### src/rtl/id_stage_if.sv
// Fetch-side, register-file and ID/EX signals of the decode stage.
interface id_stage_if #(
    parameter int XLEN = 32
);
    logic            if_valid;
    logic            if_ready;
    logic [31:0]     if_instr;
    logic [XLEN-1:0] if_pc;
    logic [4:0]      rs1;
    logic [4:0]      rs2;
    logic [XLEN-1:0] r_data1;
    logic [XLEN-1:0] r_data2;
    logic            wb_w_enb;
    logic [4:0]      wb_rd;
    logic [XLEN-1:0] wb_w_data;
    logic            ex_flush;
    logic            ex_valid;
    logic            ex_ready;
    logic [XLEN-1:0] ex_pc;
    logic [XLEN-1:0] ex_op_a;
    logic [XLEN-1:0] ex_op_b;
    logic [XLEN-1:0] ex_imm;
    logic [4:0]      ex_rd;
    logic [6:0]      ex_opcode;
    logic [2:0]      ex_funct3;
    logic            ex_funct7b5;
    logic            ex_is_load;
    logic            ex_illegal;

    modport slave (
        input  if_valid, if_instr, if_pc, r_data1, r_data2,
               wb_w_enb, wb_rd, wb_w_data, ex_flush, ex_ready,
        output if_ready, rs1, rs2, ex_valid, ex_pc, ex_op_a, ex_op_b, ex_imm,
               ex_rd, ex_opcode, ex_funct3, ex_funct7b5, ex_is_load, ex_illegal
    );

    modport master (
        output if_valid, if_instr, if_pc, r_data1, r_data2,
               wb_w_enb, wb_rd, wb_w_data, ex_flush, ex_ready,
        input  if_ready, rs1, rs2, ex_valid, ex_pc, ex_op_a, ex_op_b, ex_imm,
               ex_rd, ex_opcode, ex_funct3, ex_funct7b5, ex_is_load, ex_illegal
    );
endinterface

### src/rtl/id_stage.sv
// RV32I decode into a one-entry ID/EX register; one-cycle latency, if_ready drops on EX stall or load-use hazard.
// Define ID_WB_BYPASS_EN to forward a same-cycle register-file write onto the operands.
module id_stage #(
    parameter int              XLEN     = 32,
    parameter logic [XLEN-1:0] RESET_PC = '0
) (
    input logic       clk,
    input logic       rst,
    id_stage_if.slave bus
);
    localparam logic [6:0] OPC_LOAD   = 7'b0000011;
    localparam logic [6:0] OPC_MISC   = 7'b0001111;
    localparam logic [6:0] OPC_OPIMM  = 7'b0010011;
    localparam logic [6:0] OPC_AUIPC  = 7'b0010111;
    localparam logic [6:0] OPC_STORE  = 7'b0100011;
    localparam logic [6:0] OPC_OP     = 7'b0110011;
    localparam logic [6:0] OPC_LUI    = 7'b0110111;
    localparam logic [6:0] OPC_BRANCH = 7'b1100011;
    localparam logic [6:0] OPC_JALR   = 7'b1100111;
    localparam logic [6:0] OPC_JAL    = 7'b1101111;
    localparam logic [6:0] OPC_SYSTEM = 7'b1110011;

    logic [31:0]     instr;
    logic [6:0]      opcode;
    logic [4:0]      src1;
    logic [4:0]      src2;
    logic [4:0]      rd;
    logic            use_rs1;
    logic            use_rs2;
    logic            legal;
    logic [XLEN-1:0] imm;
    logic [XLEN-1:0] op_a;
    logic [XLEN-1:0] op_b;
    logic            load_en;
    logic            hazard;

    assign instr   = bus.if_instr;
    assign opcode  = instr[6:0];
    assign src1    = instr[19:15];
    assign src2    = instr[24:20];
    assign bus.rs1 = src1;
    assign bus.rs2 = src2;

    always_comb begin
        imm     = '0;
        legal   = 1'b1;
        use_rs1 = 1'b1;
        use_rs2 = 1'b0;
        rd      = instr[11:7];
        case (opcode)
            OPC_LOAD, OPC_JALR, OPC_OPIMM: begin
                imm = {{(XLEN-12){instr[31]}}, instr[31:20]};
            end
            OPC_STORE: begin
                imm     = {{(XLEN-12){instr[31]}}, instr[31:25], instr[11:7]};
                use_rs2 = 1'b1;
                rd      = 5'd0;
            end
            OPC_BRANCH: begin
                imm     = {{(XLEN-12){instr[31]}}, instr[7], instr[30:25], instr[11:8], 1'b0};
                use_rs2 = 1'b1;
                rd      = 5'd0;
            end
            OPC_LUI, OPC_AUIPC: begin
                imm     = {{(XLEN-32){instr[31]}}, instr[31:12], 12'b0};
                use_rs1 = 1'b0;
            end
            OPC_JAL: begin
                imm     = {{(XLEN-20){instr[31]}}, instr[19:12], instr[20], instr[30:21], 1'b0};
                use_rs1 = 1'b0;
            end
            OPC_OP: begin
                use_rs2 = 1'b1;
            end
            OPC_MISC, OPC_SYSTEM: begin
                legal = 1'b1;
            end
            default: begin
                legal = 1'b0;
            end
        endcase
    end

`ifdef ID_WB_BYPASS_EN
    // x0 never matches, so a write aimed at x0 cannot leak a nonzero operand.
    assign op_a = (bus.wb_w_enb && bus.wb_rd != 5'd0 && bus.wb_rd == src1) ? bus.wb_w_data : bus.r_data1;
    assign op_b = (bus.wb_w_enb && bus.wb_rd != 5'd0 && bus.wb_rd == src2) ? bus.wb_w_data : bus.r_data2;
`else
    assign op_a = bus.r_data1;
    assign op_b = bus.r_data2;
`endif

    assign load_en = !bus.ex_valid || bus.ex_ready;
    assign hazard  = bus.ex_valid && bus.ex_is_load && (bus.ex_rd != 5'd0) &&
                     ((use_rs1 && src1 == bus.ex_rd) || (use_rs2 && src2 == bus.ex_rd));
    assign bus.if_ready = bus.ex_flush || (load_en && !hazard);

    // Bubbles and flushes only clear ex_valid; stale data fields are ignored downstream.
    always_ff @(posedge clk or posedge rst) begin
        if (rst) begin
            bus.ex_valid    <= 1'b0;
            bus.ex_pc       <= RESET_PC;
            bus.ex_op_a     <= '0;
            bus.ex_op_b     <= '0;
            bus.ex_imm      <= '0;
            bus.ex_rd       <= '0;
            bus.ex_opcode   <= '0;
            bus.ex_funct3   <= '0;
            bus.ex_funct7b5 <= 1'b0;
            bus.ex_is_load  <= 1'b0;
            bus.ex_illegal  <= 1'b0;
        end else if (bus.ex_flush) begin
            bus.ex_valid <= 1'b0;
        end else if (load_en) begin
            if (hazard || !bus.if_valid) begin
                bus.ex_valid <= 1'b0;
            end else begin
                bus.ex_valid    <= 1'b1;
                bus.ex_pc       <= bus.if_pc;
                bus.ex_op_a     <= op_a;
                bus.ex_op_b     <= op_b;
                bus.ex_imm      <= imm;
                bus.ex_rd       <= rd;
                bus.ex_opcode   <= opcode;
                bus.ex_funct3   <= instr[14:12];
                bus.ex_funct7b5 <= instr[30];
                bus.ex_is_load  <= (opcode == OPC_LOAD);
                bus.ex_illegal  <= !legal;
            end
        end
    end
endmodule

### src/flat_wrapper.sv
// flat-port wrapper written by rule: the top's interface ports become plain ports
module id_stage_flat 
#(
    parameter int              XLEN     = 32,
    parameter logic [XLEN-1:0] RESET_PC = '0
)
  (clk, rst, bus_if_valid, bus_if_instr, bus_if_pc, bus_r_data1, bus_r_data2, bus_wb_w_enb, bus_wb_rd, bus_wb_w_data, bus_ex_flush, bus_ex_ready, bus_if_ready, bus_rs1, bus_rs2, bus_ex_valid, bus_ex_pc, bus_ex_op_a, bus_ex_op_b, bus_ex_imm, bus_ex_rd, bus_ex_opcode, bus_ex_funct3, bus_ex_funct7b5, bus_ex_is_load, bus_ex_illegal);
  id_stage_if #(.XLEN(XLEN)) bus_i ();
  input logic clk;
  input logic rst;
  input wire logic [$bits(bus_i.if_valid)-1:0] bus_if_valid;
  input wire logic [$bits(bus_i.if_instr)-1:0] bus_if_instr;
  input wire logic [$bits(bus_i.if_pc)-1:0] bus_if_pc;
  input wire logic [$bits(bus_i.r_data1)-1:0] bus_r_data1;
  input wire logic [$bits(bus_i.r_data2)-1:0] bus_r_data2;
  input wire logic [$bits(bus_i.wb_w_enb)-1:0] bus_wb_w_enb;
  input wire logic [$bits(bus_i.wb_rd)-1:0] bus_wb_rd;
  input wire logic [$bits(bus_i.wb_w_data)-1:0] bus_wb_w_data;
  input wire logic [$bits(bus_i.ex_flush)-1:0] bus_ex_flush;
  input wire logic [$bits(bus_i.ex_ready)-1:0] bus_ex_ready;
  output wire logic [$bits(bus_i.if_ready)-1:0] bus_if_ready;
  output wire logic [$bits(bus_i.rs1)-1:0] bus_rs1;
  output wire logic [$bits(bus_i.rs2)-1:0] bus_rs2;
  output wire logic [$bits(bus_i.ex_valid)-1:0] bus_ex_valid;
  output wire logic [$bits(bus_i.ex_pc)-1:0] bus_ex_pc;
  output wire logic [$bits(bus_i.ex_op_a)-1:0] bus_ex_op_a;
  output wire logic [$bits(bus_i.ex_op_b)-1:0] bus_ex_op_b;
  output wire logic [$bits(bus_i.ex_imm)-1:0] bus_ex_imm;
  output wire logic [$bits(bus_i.ex_rd)-1:0] bus_ex_rd;
  output wire logic [$bits(bus_i.ex_opcode)-1:0] bus_ex_opcode;
  output wire logic [$bits(bus_i.ex_funct3)-1:0] bus_ex_funct3;
  output wire logic [$bits(bus_i.ex_funct7b5)-1:0] bus_ex_funct7b5;
  output wire logic [$bits(bus_i.ex_is_load)-1:0] bus_ex_is_load;
  output wire logic [$bits(bus_i.ex_illegal)-1:0] bus_ex_illegal;
  assign bus_i.if_valid = bus_if_valid;
  assign bus_i.if_instr = bus_if_instr;
  assign bus_i.if_pc = bus_if_pc;
  assign bus_i.r_data1 = bus_r_data1;
  assign bus_i.r_data2 = bus_r_data2;
  assign bus_i.wb_w_enb = bus_wb_w_enb;
  assign bus_i.wb_rd = bus_wb_rd;
  assign bus_i.wb_w_data = bus_wb_w_data;
  assign bus_i.ex_flush = bus_ex_flush;
  assign bus_i.ex_ready = bus_ex_ready;
  assign bus_if_ready = bus_i.if_ready;
  assign bus_rs1 = bus_i.rs1;
  assign bus_rs2 = bus_i.rs2;
  assign bus_ex_valid = bus_i.ex_valid;
  assign bus_ex_pc = bus_i.ex_pc;
  assign bus_ex_op_a = bus_i.ex_op_a;
  assign bus_ex_op_b = bus_i.ex_op_b;
  assign bus_ex_imm = bus_i.ex_imm;
  assign bus_ex_rd = bus_i.ex_rd;
  assign bus_ex_opcode = bus_i.ex_opcode;
  assign bus_ex_funct3 = bus_i.ex_funct3;
  assign bus_ex_funct7b5 = bus_i.ex_funct7b5;
  assign bus_ex_is_load = bus_i.ex_is_load;
  assign bus_ex_illegal = bus_i.ex_illegal;
  id_stage #(.XLEN(XLEN), .RESET_PC(RESET_PC)) u_core (.clk(clk), .rst(rst), .bus(bus_i));
endmodule
### config.mk
export PLATFORM = sky130hd
export DESIGN_NAME = id_stage_flat
export DESIGN_NICKNAME = d
export VERILOG_FILES = /design/src/rtl/id_stage_if.sv /design/src/rtl/id_stage.sv /design/src/flat_wrapper.sv
export SDC_FILE = /design/constraint.sdc
export NUM_CORES = 1
export LEC_CHECK = 0
export BUFFER_PORTS_ARGS = -buffer_cell sky130_fd_sc_hd__buf_2
export CORE_AREA = 2 2 129 131
export DETAILED_ROUTE_END_ITERATION = 12
export DIE_AREA = 0 0 131 133
export PLACE_DENSITY = 0.74
export SETUP_SLACK_MARGIN = 0.3
export SLEW_MARGIN = 20
export SYNTH_ARGS = -nofsm -noshare
export SYNTH_HDL_FRONTEND = slang
export SYNTH_SLANG_ARGS = --single-unit
### constraint.sdc
create_clock -name clk -period 11.2 [get_ports clk]
set_input_delay 2.24 -clock clk [delete_from_list [all_inputs] [get_ports clk]]
set_output_delay 2.24 -clock clk [all_outputs]
set_load 0.005 [all_outputs]
==> impl_metrics.csv <==
group,metric,value,unit
status,status,"complete, no violations",
cts,clk_pin_slew,70,ps
critical_path,r2r_setup_slack,7300,ps
cts,cts_setup_buffers,0,
finish,final_layout_size_suffix_gt1_share,58.79,%
global_route,grt_first_pass_wirelength,24.56,mm
yosys,ys_seq_area_share,55.35,%
global_route,gr-max-usage-layer,"met2",
placement,dp_cells,933,
timing,final_max_slew_viol_count,0,
hold_path,min_from,"u_core.bus.ex_pc[13]$_DFFE_PP0P_",
critical_path,worstPathArrival,3870,ps
critical_path,cp_max_fo,11,
yosys,synth_top_family_by_area,"multiplexers",
yosys,async_flop_share,100.0,%
yosys,syn_nets,625,
floorplan,die_area,0.01742,sq mm
timing,fmax,163.7,MHz
power,p_leak,4.724,nW
cts,cts_buffer_depth,2,
critical_path,reg2reg_depth,8,
routing,wl_per_cell,16.73,microns
placement,gp_congestion,0.7740,
yosys,synth_edf_count,0,
critical_path,path_class,"in2out",
hold_path,hold_path.class,"reg2reg",
job,maxCapViolCount,0,
hold_path,hold_end,"u_core.bus.ex_pc[13]$_DFFE_PP0P_",
global_route,overflow,0,
cts,htree_num_levels,4,
cts,clockRootBuffer,"clkbuf_16",
critical_path,end_kind,"output port",
placement,io_buffers,290,
finish,instances_no_fill,965,
yosys,synth-adder-area-share,0,%
floorplan,rows,47,
timing,worst_hold_slack,485.6,ps
critical_path,required,8960,ps
cts,tritoncts,"done",
yosys,yosysTopAreaCellShare,55.35,%
yosys,synth-compound-area-share,3.897,%
global_route,met1_usage,22.09,%
critical_path,r2r_end,"u_core.bus.ex_pc[14]$_DFFE_PP0P_",
routing,ant_nets,0,
routing,firstDrtPassIters,4,
critical_path,worstSetupStartpointType,"input port",
timing,slew_headroom,31.31,%
routing,wl,16.15,mm
finish,layout_common_cells,"buf_2, dfrtp_1, mux2_4",
finish,fillers,1392,
yosys,synth_mux_area_share,29.95,%
power,ir_drop,0.1054,mV
hold_path,hold_depth,1,
global_route,grt_util_met2,29.82,%
routing,num_vias,4527,
yosys,syn_inst,454,
finish,diodes,0,
finish,seqCellArea,0.003679,sq mm
global_route,globalRouteMet3Util,7.157,%
global_route,grt_usage,18.46,%
yosys,syn-cell-area,0.006646,sq mm
finish,area_growth,31.31,%
finish,layout.cells.most_common,"buf_2",
yosys,ys_types,40,
yosys,ys.flop_type,"dfrtp_1",
yosys,synth.area.top_cells,"dfrtp_1, mux2_4, mux2i_1",
global_route,grt_max_degree,76,
cts,hold_buffers,0,
floorplan,coreArea,0.01617,sq mm
cts,cts.sinks,147,
yosys,synth_simple_gate_area_share,3.633,%
timing,setup_viol,0,
finish,layout.nets,903,
routing,drc_errors,0,
global_route,antenna_found_initial,2,
finish,multi_input_area,0.002579,sq mm
routing,vias_per_cell,4.691,
floorplan,die_w,131,microns
timing,min_period_over_period,54.53,%
yosys,yosys.area_share.xor_xnor,1.318,%
cts,postCtsResizedCells,0,
timing,max_slew.worst_pin.slew,1030,ps
power,power_density,170.4,mW/mm^2
cts,clock_latency,420,ps
timing,hold_viol_final,0,
cts,cts_buffers,17,
placement,dpl.hpwl,11.69,mm
critical_path,r2r_start,"u_core.bus.ex_rd[3]$_DFFE_PP0P_",
global_route,grt_pass1_vias,4581,
routing,drt_iter0_drc,155,
timing,worst_clock_skew,10.56,ps
floorplan,die_h,133,microns
timing,finalSetupTns,0,ps
timing,rsz0062_at_grt,"false",
yosys,ys_warn_count,0,
floorplan,initial_core_util,41.10,%
yosys,synth-seq-cells,147,
yosys,yosys.area.top_type,"dfrtp_1",
timing,period_minus_slack,6108,ps
floorplan,ioPinCount,329,
yosys,avgSynthCellArea,14.64,sq um
==> how the worst max path moves through the flow <==
stage                          startpoint                                  end  slack (ps)
after floorplan                       rst  u_core.bus.ex_funct3[0]$_DFFE_PP0P_        5010
after global placement    bus_if_instr[4]                         bus_if_ready        5120
after detailed placement  bus_if_instr[4]                         bus_if_ready        5110
after CTS                 bus_if_instr[4]                         bus_if_ready        5110
after global routing      bus_if_instr[4]                         bus_if_ready        5020
final                     bus_if_instr[4]                         bus_if_ready        5090
==> logic make-up after synthesis <==
kind of cell,Yosys count
xor+xnor,10
compound gates,39
simple gates,43
flops,147
mux,147
buf+inv,68
==> per-layer routing <==
metal | vias up | wire length [microns]
met2 | 206 | 7648
met3 | 29 | 1589
li1 | 2118 | -
met1 | 2172 | 6566
met5 | - | 13
met4 | 2 | 329
==> state kept, by name (all words and copies together), names as in the netlist, 3 cells and up <==
register / flops
u_core.bus.ex_pc: 32
u_core.bus.ex_imm: 32
u_core.bus.ex_opcode: 7
u_core.bus.ex_funct3: 3
u_core.bus.ex_op_a: 32
u_core.bus.ex_rd: 5
u_core.bus.ex_op_b: 32
==> area by class of cell <==
class / instances / share of cell area [%]
tap: 220 / 3.154
clock buffer: 18 / 5.032
inverter: 33 / 1.477
timing repair buffer: 294 / 17.02
multi-input combinational: 239 / 29.55
sequential: 147 / 42.15
clock inverter: 14 / 1.620
==> metrics by stage <==
stage          worst slack [ps]  area [sq um]  utilization [%]  total power [mW]
2_1_floorplan              5009          6646                -            0.8112
3_3_place_gp               5118          8143            50.35            0.9306
3_5_place_dp               5115          8143            50.35            0.9381
4_1_cts                    5108          8723            53.94             1.506
5_1_grt                    5015          8727            53.97             1.561
6_report                   5092          8727            53.97             1.487
==> report_power, final <==
part           internal (mW)  leakage [nW]  switching, mW
Combinational          0.169          2.66          0.110
Clock                  0.318         0.273          0.242
Sequential             0.605          1.79         0.0420
==> synthesized netlist by cell type (3+ instances only) <==
master / instances
dfrtp_1: 147
mux2_4: 100
inv_1: 33
mux2i_1: 32
a21oi_1: 21
nand2_1: 14
buf_4: 11
buf_6: 11
mux2_1: 9
buf_2: 8
mux2_2: 6
a22o_1: 5
xnor2_1: 5
xor2_1: 5
clkbuf_1: 4
o21ai_0: 4
nand3_1: 3
nand4b_1: 3
nor3_1: 3
nor4_1: 3
==> critical path, cell delays in order <==
cell and delay [ps]:
buf_2 200, or3b_4 430, a21oi_4 360, nor4_1 130, o2111ai_2 250, a21o_1 150, buf_2 110
No activity file was read; power rests on OpenSTA's default activity.
